==> src/rtl/adc_sample_scheduler_if.sv <==
// ADC reader handshake bundle for the capture scheduler.
// Ports: adc_req/adc_ch (request), adc_done/adc_data (result).
interface adc_sample_scheduler_if;
    logic        adc_req;
    logic [1:0]  adc_ch;
    logic        adc_done;
    logic [11:0] adc_data;

    modport master (
        output adc_req, adc_ch,
        input  adc_done, adc_data
    );

    modport slave (
        input  adc_req, adc_ch,
        output adc_done, adc_data
    );
endinterface

==> src/rtl/adc_sample_scheduler.sv <==
// Paces ADC conversions, scans enabled channels round-robin and writes
// samples into the capture ring; stops POST_CNT writes after a rising-edge
// trigger. Ports: clk, rst (async, active-high); i_arm, i_ch_mask,
// i_trig_ch, i_trig_level, i_rate_div (control); adc_if (ADC reader,
// master side); o_wr_en/o_wr_addr/o_wr_data (capture RAM);
// o_trig_addr, o_capturing, o_capture_done, o_overrun, o_timeout_err.
// Optional macro ADC_TIMEOUT_EN adds a WAIT_DONE watchdog.
module adc_sample_scheduler #(
    parameter int ADDR_W      = 10,
    parameter int POST_CNT    = 512,
    parameter int TIMEOUT_CYC = 4096
) (
    input  logic                  clk,
    input  logic                  rst,
    input  logic                  i_arm,
    input  logic [3:0]            i_ch_mask,
    input  logic [1:0]            i_trig_ch,
    input  logic [11:0]           i_trig_level,
    input  logic [15:0]           i_rate_div,
    adc_sample_scheduler_if.master adc_if,
    output logic                  o_wr_en,
    output logic [ADDR_W-1:0]     o_wr_addr,
    output logic [13:0]           o_wr_data,
    output logic [ADDR_W-1:0]     o_trig_addr,
    output logic                  o_capturing,
    output logic                  o_capture_done,
    output logic                  o_overrun,
    output logic                  o_timeout_err
);
    typedef enum logic [2:0] {
        S_IDLE, S_WAIT_TICK, S_REQ, S_WAIT_DONE, S_STORE, S_DONE
    } state_t;

    localparam int PC_W = $clog2(POST_CNT + 1);

    state_t            r_state, w_next;
    logic [15:0]       r_div;
    logic [1:0]        r_ch;
    logic [11:0]       r_sample, r_prev;
    logic              r_prev_valid, r_triggered;
    logic [PC_W-1:0]   r_post;
    logic [ADDR_W-1:0] r_addr, r_trig_addr;
    logic              r_capturing, r_done, r_overrun;

    logic              w_tick, w_fire, w_trig_now, w_last, w_timeout;
    logic              w_req, w_wr_en;
    logic [3:0]        w_above_mask;
    logic [2:0]        w_first, w_above;

    // {found, channel} of the lowest set bit
    function automatic logic [2:0] f_lowest(input logic [3:0] m);
        logic [2:0] v;
        v = '0;
        for (int i = 3; i >= 0; i--)
            if (m[i]) v = {1'b1, i[1:0]};
        return v;
    endfunction

    assign w_tick       = r_capturing && (r_div == i_rate_div);
    assign w_above_mask = 4'b1110 << r_ch;
    assign w_first      = f_lowest(i_ch_mask);
    assign w_above      = f_lowest(i_ch_mask & w_above_mask);

    // Rising crossing needs a valid previous sample on the trigger channel
    assign w_fire = (r_ch == i_trig_ch) && !r_triggered && r_prev_valid
                  && (r_prev < i_trig_level) && (r_sample >= i_trig_level);
    assign w_trig_now = r_triggered || w_fire;
    assign w_last = w_trig_now && (r_post == PC_W'(POST_CNT - 1));

`ifdef ADC_TIMEOUT_EN
    localparam int TO_W = $clog2(TIMEOUT_CYC + 1);
    logic [TO_W-1:0] r_to;
    logic            r_timeout_err;

    assign w_timeout = (r_state == S_WAIT_DONE) && !adc_if.adc_done
                     && (r_to == TO_W'(TIMEOUT_CYC - 1));
    assign o_timeout_err = r_timeout_err;

    always_ff @(posedge clk or posedge rst) begin
        if (rst) begin
            r_to          <= '0;
            r_timeout_err <= 1'b0;
        end else begin
            r_to <= (r_state == S_WAIT_DONE) ? r_to + 1'b1 : '0;
            if ((r_state == S_IDLE || r_state == S_DONE) && i_arm)
                r_timeout_err <= 1'b0;
            else if (w_timeout)
                r_timeout_err <= 1'b1;
        end
    end
`else
    // Keeps the watchdog parameter referenced when the counter is absent
    logic [31:0] w_unused_to;
    assign w_unused_to   = 32'(TIMEOUT_CYC);
    assign w_timeout     = 1'b0;
    assign o_timeout_err = 1'b0;
`endif

    always_ff @(posedge clk or posedge rst) begin
        if (rst) r_state <= S_IDLE;
        else     r_state <= w_next;
    end

    always_comb begin
        w_next  = r_state;
        w_req   = 1'b0;
        w_wr_en = 1'b0;
        unique case (r_state)
            S_IDLE, S_DONE: begin
                if (i_arm) w_next = S_WAIT_TICK;
            end
            S_WAIT_TICK: begin
                if (w_tick && w_first[2]) w_next = S_REQ;
            end
            S_REQ: begin
                w_req  = 1'b1;
                w_next = S_WAIT_DONE;
            end
            S_WAIT_DONE: begin
                if (adc_if.adc_done)
                    w_next = S_STORE;
                else if (w_timeout)
                    w_next = w_above[2] ? S_REQ : S_WAIT_TICK;
            end
            S_STORE: begin
                w_wr_en = 1'b1;
                if (w_last)
                    w_next = S_DONE;
                else
                    w_next = w_above[2] ? S_REQ : S_WAIT_TICK;
            end
            default: w_next = S_IDLE;
        endcase
    end

    always_ff @(posedge clk or posedge rst) begin
        if (rst) begin
            r_div        <= '0;
            r_ch         <= '0;
            r_sample     <= '0;
            r_prev       <= '0;
            r_prev_valid <= 1'b0;
            r_triggered  <= 1'b0;
            r_post       <= '0;
            r_addr       <= '0;
            r_trig_addr  <= '0;
            r_capturing  <= 1'b0;
            r_done       <= 1'b0;
            r_overrun    <= 1'b0;
        end else begin
            r_div <= (!r_capturing || w_tick) ? 16'd0 : r_div + 16'd1;
            // Ticks are only consumed in WAIT_TICK; anything else is lost
            if (w_tick && r_state != S_WAIT_TICK)
                r_overrun <= 1'b1;
            case (r_state)
                S_IDLE, S_DONE: begin
                    if (i_arm) begin
                        r_addr       <= '0;
                        r_trig_addr  <= '0;
                        r_overrun    <= 1'b0;
                        r_done       <= 1'b0;
                        r_triggered  <= 1'b0;
                        r_post       <= '0;
                        r_prev_valid <= 1'b0;
                        r_capturing  <= 1'b1;
                    end
                end
                S_WAIT_TICK: begin
                    if (w_tick && w_first[2]) r_ch <= w_first[1:0];
                end
                S_WAIT_DONE: begin
                    if (adc_if.adc_done)
                        r_sample <= adc_if.adc_data;
                    else if (w_timeout && w_above[2])
                        r_ch <= w_above[1:0];
                end
                S_STORE: begin
                    r_addr <= r_addr + 1'b1;
                    if (r_ch == i_trig_ch) begin
                        r_prev       <= r_sample;
                        r_prev_valid <= 1'b1;
                    end
                    if (w_fire) begin
                        r_triggered <= 1'b1;
                        r_trig_addr <= r_addr;
                    end
                    if (w_trig_now) r_post <= r_post + 1'b1;
                    if (w_last) begin
                        r_done      <= 1'b1;
                        r_capturing <= 1'b0;
                    end else if (w_above[2]) begin
                        r_ch <= w_above[1:0];
                    end
                end
                default: ;
            endcase
        end
    end

    assign adc_if.adc_req = w_req;
    assign adc_if.adc_ch  = r_ch;
    assign o_wr_en        = w_wr_en;
    assign o_wr_addr      = r_addr;
    assign o_wr_data      = {r_ch, r_sample};
    assign o_trig_addr    = r_trig_addr;
    assign o_capturing    = r_capturing;
    assign o_capture_done = r_done;
    assign o_overrun      = r_overrun;
endmodule

==> src/flat_wrapper.sv <==
// flat-port wrapper written by rule: the top's interface ports become plain ports
module adc_sample_scheduler_flat 
#(
    parameter int ADDR_W      = 10,
    parameter int POST_CNT    = 512,
    parameter int TIMEOUT_CYC = 4096
)
  (clk, rst, i_arm, i_ch_mask, i_trig_ch, i_trig_level, i_rate_div, o_wr_en, o_wr_addr, o_wr_data, o_trig_addr, o_capturing, o_capture_done, o_overrun, o_timeout_err, adc_if_adc_req, adc_if_adc_ch, adc_if_adc_done, adc_if_adc_data);
  adc_sample_scheduler_if adc_if_i ();
  input  logic clk;
  input  logic rst;
  input  logic i_arm;
  input  logic [3:0] i_ch_mask;
  input  logic [1:0] i_trig_ch;
  input  logic [11:0] i_trig_level;
  input  logic [15:0] i_rate_div;
  output logic o_wr_en;
  output logic [ADDR_W-1:0] o_wr_addr;
  output logic [13:0] o_wr_data;
  output logic [ADDR_W-1:0] o_trig_addr;
  output logic o_capturing;
  output logic o_capture_done;
  output logic o_overrun;
  output logic o_timeout_err;
  output wire logic [$bits(adc_if_i.adc_req)-1:0] adc_if_adc_req;
  output wire logic [$bits(adc_if_i.adc_ch)-1:0] adc_if_adc_ch;
  input wire logic [$bits(adc_if_i.adc_done)-1:0] adc_if_adc_done;
  input wire logic [$bits(adc_if_i.adc_data)-1:0] adc_if_adc_data;
  assign adc_if_adc_req = adc_if_i.adc_req;
  assign adc_if_adc_ch = adc_if_i.adc_ch;
  assign adc_if_i.adc_done = adc_if_adc_done;
  assign adc_if_i.adc_data = adc_if_adc_data;
  adc_sample_scheduler #(.ADDR_W(ADDR_W), .POST_CNT(POST_CNT), .TIMEOUT_CYC(TIMEOUT_CYC)) u_core (.clk(clk), .rst(rst), .i_arm(i_arm), .i_ch_mask(i_ch_mask), .i_trig_ch(i_trig_ch), .i_trig_level(i_trig_level), .i_rate_div(i_rate_div), .adc_if(adc_if_i), .o_wr_en(o_wr_en), .o_wr_addr(o_wr_addr), .o_wr_data(o_wr_data), .o_trig_addr(o_trig_addr), .o_capturing(o_capturing), .o_capture_done(o_capture_done), .o_overrun(o_overrun), .o_timeout_err(o_timeout_err));
endmodule
==> config.mk <==
export PLATFORM = sky130hd
export DESIGN_NAME = adc_sample_scheduler_flat
export DESIGN_NICKNAME = d
export VERILOG_FILES = /design/src/rtl/adc_sample_scheduler_if.sv /design/src/rtl/adc_sample_scheduler.sv /design/src/flat_wrapper.sv
export SDC_FILE = /design/constraint.sdc
export NUM_CORES = 1
export LEC_CHECK = 0
export CORE_ASPECT_RATIO = 0.9
export CORE_MARGIN = 3
export CORE_UTILIZATION = 52
export CTS_CLUSTER_SIZE = 20
export DETAILED_ROUTE_END_ITERATION = 10
export GPL_ROUTABILITY_DRIVEN = 0
export GPL_TIMING_DRIVEN = 1
export HOLD_SLACK_MARGIN = 0.05
export PLACE_DENSITY_LB_ADDON = 0.2
export SLEW_MARGIN = 5
export SYNTH_ARGS = -nofsm -noshare
export SYNTH_HDL_FRONTEND = slang
export SYNTH_SLANG_ARGS = --single-unit
==> constraint.sdc <==
create_clock -name clk -period 3.1 [get_ports clk]
set_clock_uncertainty 0.1 [all_clocks]
set_input_delay 0.62 -clock clk [delete_from_list [all_inputs] [get_ports clk]]
set_output_delay 0.62 -clock clk [all_outputs]
set_load 0.03 [all_outputs]
# Yosys cells after proc, flatten, opt, wreduce, memory -nomap -nowiden
# Index checks and enable logic that the tools add are counted.
# op_classes
n_bitwise,1
muxes,40
shifts,1
n_lt_le_gt_ge,2
add_sub_neg,3
n_reduce_logical,25
n_eq_ne,18
# op_table
cell,n
$pmux W10 S2,3
$mux W3,12
$mux W10,3
$add A10 B1 Y10 const B,2
$add A16 B1 Y16 const B,1
$eq A16 B16 Y1,1
$mux W16,1
$pmux W3 S5,1
$reduce_and A3 Y1,5
$ge A12 B12 Y1,1
$lt A12 B12 Y1,1
$ne A2 B1 Y1 const B,6
$mux W1,11
$eq A10 B9 Y1 const B,1
$logic_and A1 B1 Y1,8
$mux W2,4
$pmux W1 S2,4
$eq A3 B2 Y1 const B,2
$eq A3 B3 Y1 const B,2
$ne A2 B2 Y1 const B,3
$reduce_and A2 Y1,3
$and A4 B4 Y4,1
$pmux W2 S2,1
$reduce_and A4 Y1,1
9 further kinds,12
# word_totals
reg_bits,80
out_inout_bits,42
wordCells,103

# Logic depth before layout (Yosys ltp)
# depth
depth_word,9
ltp_mapped,10
depth_no_buf,9

# Least setup slack after synthesis
# Ideal clock, no wire load.
# synth_path
path_kind,input to register
startpoint,in i_trig_level[9]
endpoint,reg u_core.r_post[4]
arrival_time_ns,2.444
cell_stages,10
slack_ns,0.461
t_required_ns,2.904
path_cell_list,inv_1 ha_1 nand4_1 nor2_1 or3_1 a221o_1 a22oi_2 buf_2 o211ai_1 o31ai_1
# synth_via
elab_chain_len,6
elab_cells_between_ends,7
cone_classes,2 x order compare; 1 x eq/ne; 4 x reduce/logical
# synth_lines
item,line,text
start: declaration,flat_wrapper.sv:15,input logic [11:0] i_trig_level;
$lt A12 B12 Y1,adc_sample_scheduler.sv:66,&& (r_prev < i_trig_level) && (r_sample >= i_trig_level);
$logic_and A1 B1 Y1,adc_sample_scheduler.sv:66,
$logic_and A1 B1 Y1 *,adc_sample_scheduler.sv:66,
$logic_or A1 B1 Y1 *,adc_sample_scheduler.sv:67,assign w_trig_now = r_triggered || w_fire;
$ne A2 B1 Y1 (no source line) *,--,
$reduce_and A3 Y1 (no source line) *,--,
end signal: assignment,adc_sample_scheduler.sv:187,if (w_trig_now) r_post <= r_post + 1'b1;
end: declaration,adc_sample_scheduler.sv:41,logic [PC_W-1:0] r_post;
# Every way passes the cells marked *; elsewhere a longest branch is shown, timed or not.
# A chain may end at the register's enable or synchronous reset.

# Worst setup path in the final report
# layout_path
startpoint,reg u_core.r_state[0]
endpoint,out o_wr_en
# layout_via
elab_chain_len,2
# layout_lines
item,line,text
start: declaration,adc_sample_scheduler.sv:36,"state_t r_state, w_next;"
start signal: assignment,adc_sample_scheduler.sv:101,else r_state <= w_next;
$eq A3 B3 Y1,adc_sample_scheduler.sv:108,unique case (r_state)
$mux W1,adc_sample_scheduler.sv:108,
end: declaration,flat_wrapper.sv:17,output logic o_wr_en;
# Every way passes these cells.

==> results.json <==
{
  "startpoint_type": "flop",
  "dpl_cell_area_sq_um": 5510,
  "ys_ff_latch": 80,
  "initial_core_util": 0.541,
  "rr_startpoint": "u_core.r_sample[10]",
  "cts.clk_slew.worst_paths_ns": 0.08,
  "area_growth_pct": 29.9,
  "die-area_sq_um": 9610,
  "max_stage_delay_ns": 0.71,
  "cp.arrival_ns": 2.17,
  "endpoint": "o_wr_en",
  "yosysWarnings": 0,
  "cts_buffers": 9,
  "fin_crit_sh": 0.933,
  "r2r_cells": 8,
  "cts_buffer_depth": 2,
  "critical_path_class": "flop to primary output",
  "crit_fanout": 10,
  "grt_pass1_vias": 3604,
  "grt_pass1_wl_microns": 16700,
  "vias_per_cell": 5.54,
  "first_pass_iters": 5,
  "grt_overflow_total": 0,
  "startpoint": "u_core.r_state[0]",
  "p_leak_nw": 2.54,
  "path_buf_inv": 2,
  "crit_family": "buffers and inverters",
  "core_sq_um": 8150,
  "fin_hold_ws_ns": 0.398,
  "num_antenna_cells": 0,
  "path_common_cell": "nand2b_1",
  "grtUsageTotal": 0.220,
  "hold_path.class": "flop to flop",
  "hpwl_microns": 7550,
  "cts_sinks": 80,
  "fin_area_sq_um": 5720,
  "portBuffers": 90,
  "mappedNetlistArea_sq_um": 4410,
  "ys_types": 52,
  "hold_viol": 0,
  "drc_errors": 0,
  "relSlewSlack": 0.513,
  "peakVddDrop_v": 0.000652,
  "synth_ff_type": "dfrtp_1",
  "min_from": "u_core.r_prev[3]",
  "slew_viol_final": 0,
  "insertion_delay_ns": 0.35,
  "finalWirelength_microns": 9960,
  "setup_viol": 0,
  "utilization": 0.703,
  "synthArstFlopShare": 1.00,
  "synth_xor_area_frac": 0.0716,
  "final_layout_size_suffix_gt1_frac": 0.114,
  "max_freq_mhz": 346,
  "syn_area_per_cell_sq_um": 9.94,
  "synth_compound_area_frac": 0.114,
  "die_h_microns": 93.3,
  "antenna_found_initial": 0,
  "htree_levels": 3,
  "p_total_w": 0.00408,
  "ios": 92,
  "cts_tree": "built",
  "reg2reg_slack_ns": 0.59,
  "cts_root_buf": "clkbuf_8",
  "layout_min_cycle_time_ns": 2.89,
  "syn-instance-count": 443,
  "die_x_microns": 103,
  "rows": 31,
  "worstMarginPinSlew_ns": 0.729,
  "routed-via-count": 3614,
  "required_ns": 2.38,
  "wl_per_cell_microns": 15.3,
  "grt_max_degree": 38,
  "postCtsHoldBufs": 0,
  "tns_ns": 0,
  "syn-num-nets": 519,
  "synthMuxAreaShare": 0.0710,
  "r2r-end": "u_core.adc_if.adc_ch[0]",
  "yosys.area_share.simple": 0.172,
  "path_depth": 4,
  "cp_slowest_cell": "clkdlybuf4s50_1",
  "synth_top_family_by_area": "simple AND/OR/NAND/NOR gates",
  "worstSetupEndpointType": "primary output",
  "ys_seq_area_frac": 0.454,
  "path_cells": "nand2b_1, nand2b_1, inv_2, clkdlybuf4s50_1",
  "status": "completed",
  "antenna_left": 0,
  "drt_iter0_drc": 178,
  "power_density_nw_per_um2": 712,
  "nets": 624,
  "synth_edf_count": 0,
  "rsz0062_at_grt": "no",
  "maxCapViolCount": 0,
  "synth_fa_ha_area_frac": 0.0738
}
metal layers:
metal	wire length, microns	vias to the layer above	GRT usage
met5	0	-	0
met4	80	0	0.0550
met3	530	7	0.0418
met2	4880	107	0.351
met1	4470	1740	0.307
li1	-	1760	-
how the worst min path moves through the flow:
stage                          endpoint  slack, ns  cells past startpoint
global route           u_core.r_post[9]       0.41                      1
global placement       u_core.r_post[9]       0.36                      1
CTS                    u_core.r_post[9]       0.39                      1
floorplan           u_core.r_prev_valid       0.35                      2
detailed placement  u_core.r_prev_valid       0.36                      2
finish                 u_core.r_prev[3]       0.40                      1
flip-flops by register name, summed over array words and instances, names as in the netlist, 2 cells and up:
register	count
u_core.r_sample	12
u_core.r_state	3
u_core.adc_if.adc_ch	2
u_core.r_div	16
u_core.o_wr_addr	10
u_core.r_post	10
u_core.r_prev	12
u_core.o_trig_addr	10
layout by cell type (no fill, tap or decap), drive strengths merged, types with 7 or more instances in the layout:
cell type	netlist	routed
clkdlybuf4s50	0	90
ha	26	26
buf	8	20
clkbuf	8	10
nand2b	7	7
nand2	44	44
o21ai	29	29
nor3	9	9
a21oi	16	16
nor2	35	35
xnor2	24	24
dfrtp	80	80
nand3	27	27
o31ai	9	9
xor2	9	9
mux2	26	26
inv	27	26
nand4	15	15
repair_timing:
item,4_1_cts,5_1_grt
buffers inserted,0,0
setup endpoints to repair,0,3
resized for setup,0,1
worst reg2reg max path, cell delays in order (launching register included):
cell and delay [ns]:
dfrtp_1 0.44, ha_1 0.31, nand4_1 0.13, nor2_1 0.06, or3_1 0.33, a221o_1 0.32, a21oi_1 0.22, o211ai_2 0.13
mux2_1 0.34
synthesized netlist by cell type, types with 3 or more instances:
cell type | number | area [sq um]
dfrtp_1 | 80 | 2000
nand2_1 | 44 | 165
nor2_1 | 35 | 131
ha_1 | 26 | 325
nand3_1 | 26 | 130
inv_1 | 25 | 93.8
xnor2_1 | 22 | 193
o21ai_1 | 19 | 95.1
a21oi_1 | 16 | 80.1
mux2_1 | 13 | 146
mux2_2 | 13 | 146
nand4_1 | 13 | 81.3
o21ai_0 | 10 | 50.1
nor3_1 | 9 | 45.0
o31ai_1 | 9 | 67.6
xor2_1 | 9 | 78.8
clkbuf_1 | 8 | 30.0
nand2b_1 | 7 | 43.8
a21o_1 | 4 | 30.0
and3_1 | 4 | 25.0
o211ai_1 | 4 | 30.0
a211oi_1 | 3 | 22.5
buf_2 | 3 | 15.0
buf_4 | 3 | 22.5
or4_1 | 3 | 22.5
area by class of cell:
class / count / area (sq um)
clock buffers: 10 / 138
inverters: 27 / 103
well taps: 99 / 124
multi-input cells: 320 / 2220
repair buffers: 110 / 1060
clock inverters: 6 / 68.8
fillers: 629 / 2420
flip-flops and latches: 80 / 2000
cells by family after synthesis:
logic type                 count (synthesis)
xor gates and xnor gates                  33
and+or+nand+nor                          154
other                                      1
muxes                                     28
buffers and inverters                     43
DFF                                       80
adders and majority gates                 26
AOI/OAI and AO/OA                         78
metrics by stage:
step / setup WS (ns) / std cells
floorplan: 0.328 / 443
CTS: 0.182 / 652
global placement: -0.127 / 636
finish: 0.209 / 652
detailed placement: -0.209 / 636
global route: 0.0391 / 652
report_power, final:
part           total (W)  switching [W]  internal, W  leakage [nW]
clock network   0.000784       0.000388     0.000397         0.102
logic            0.00171       0.000910     0.000804          1.38
registers        0.00158       0.000288      0.00129          1.05
Power figures use the tool's default switching activity.
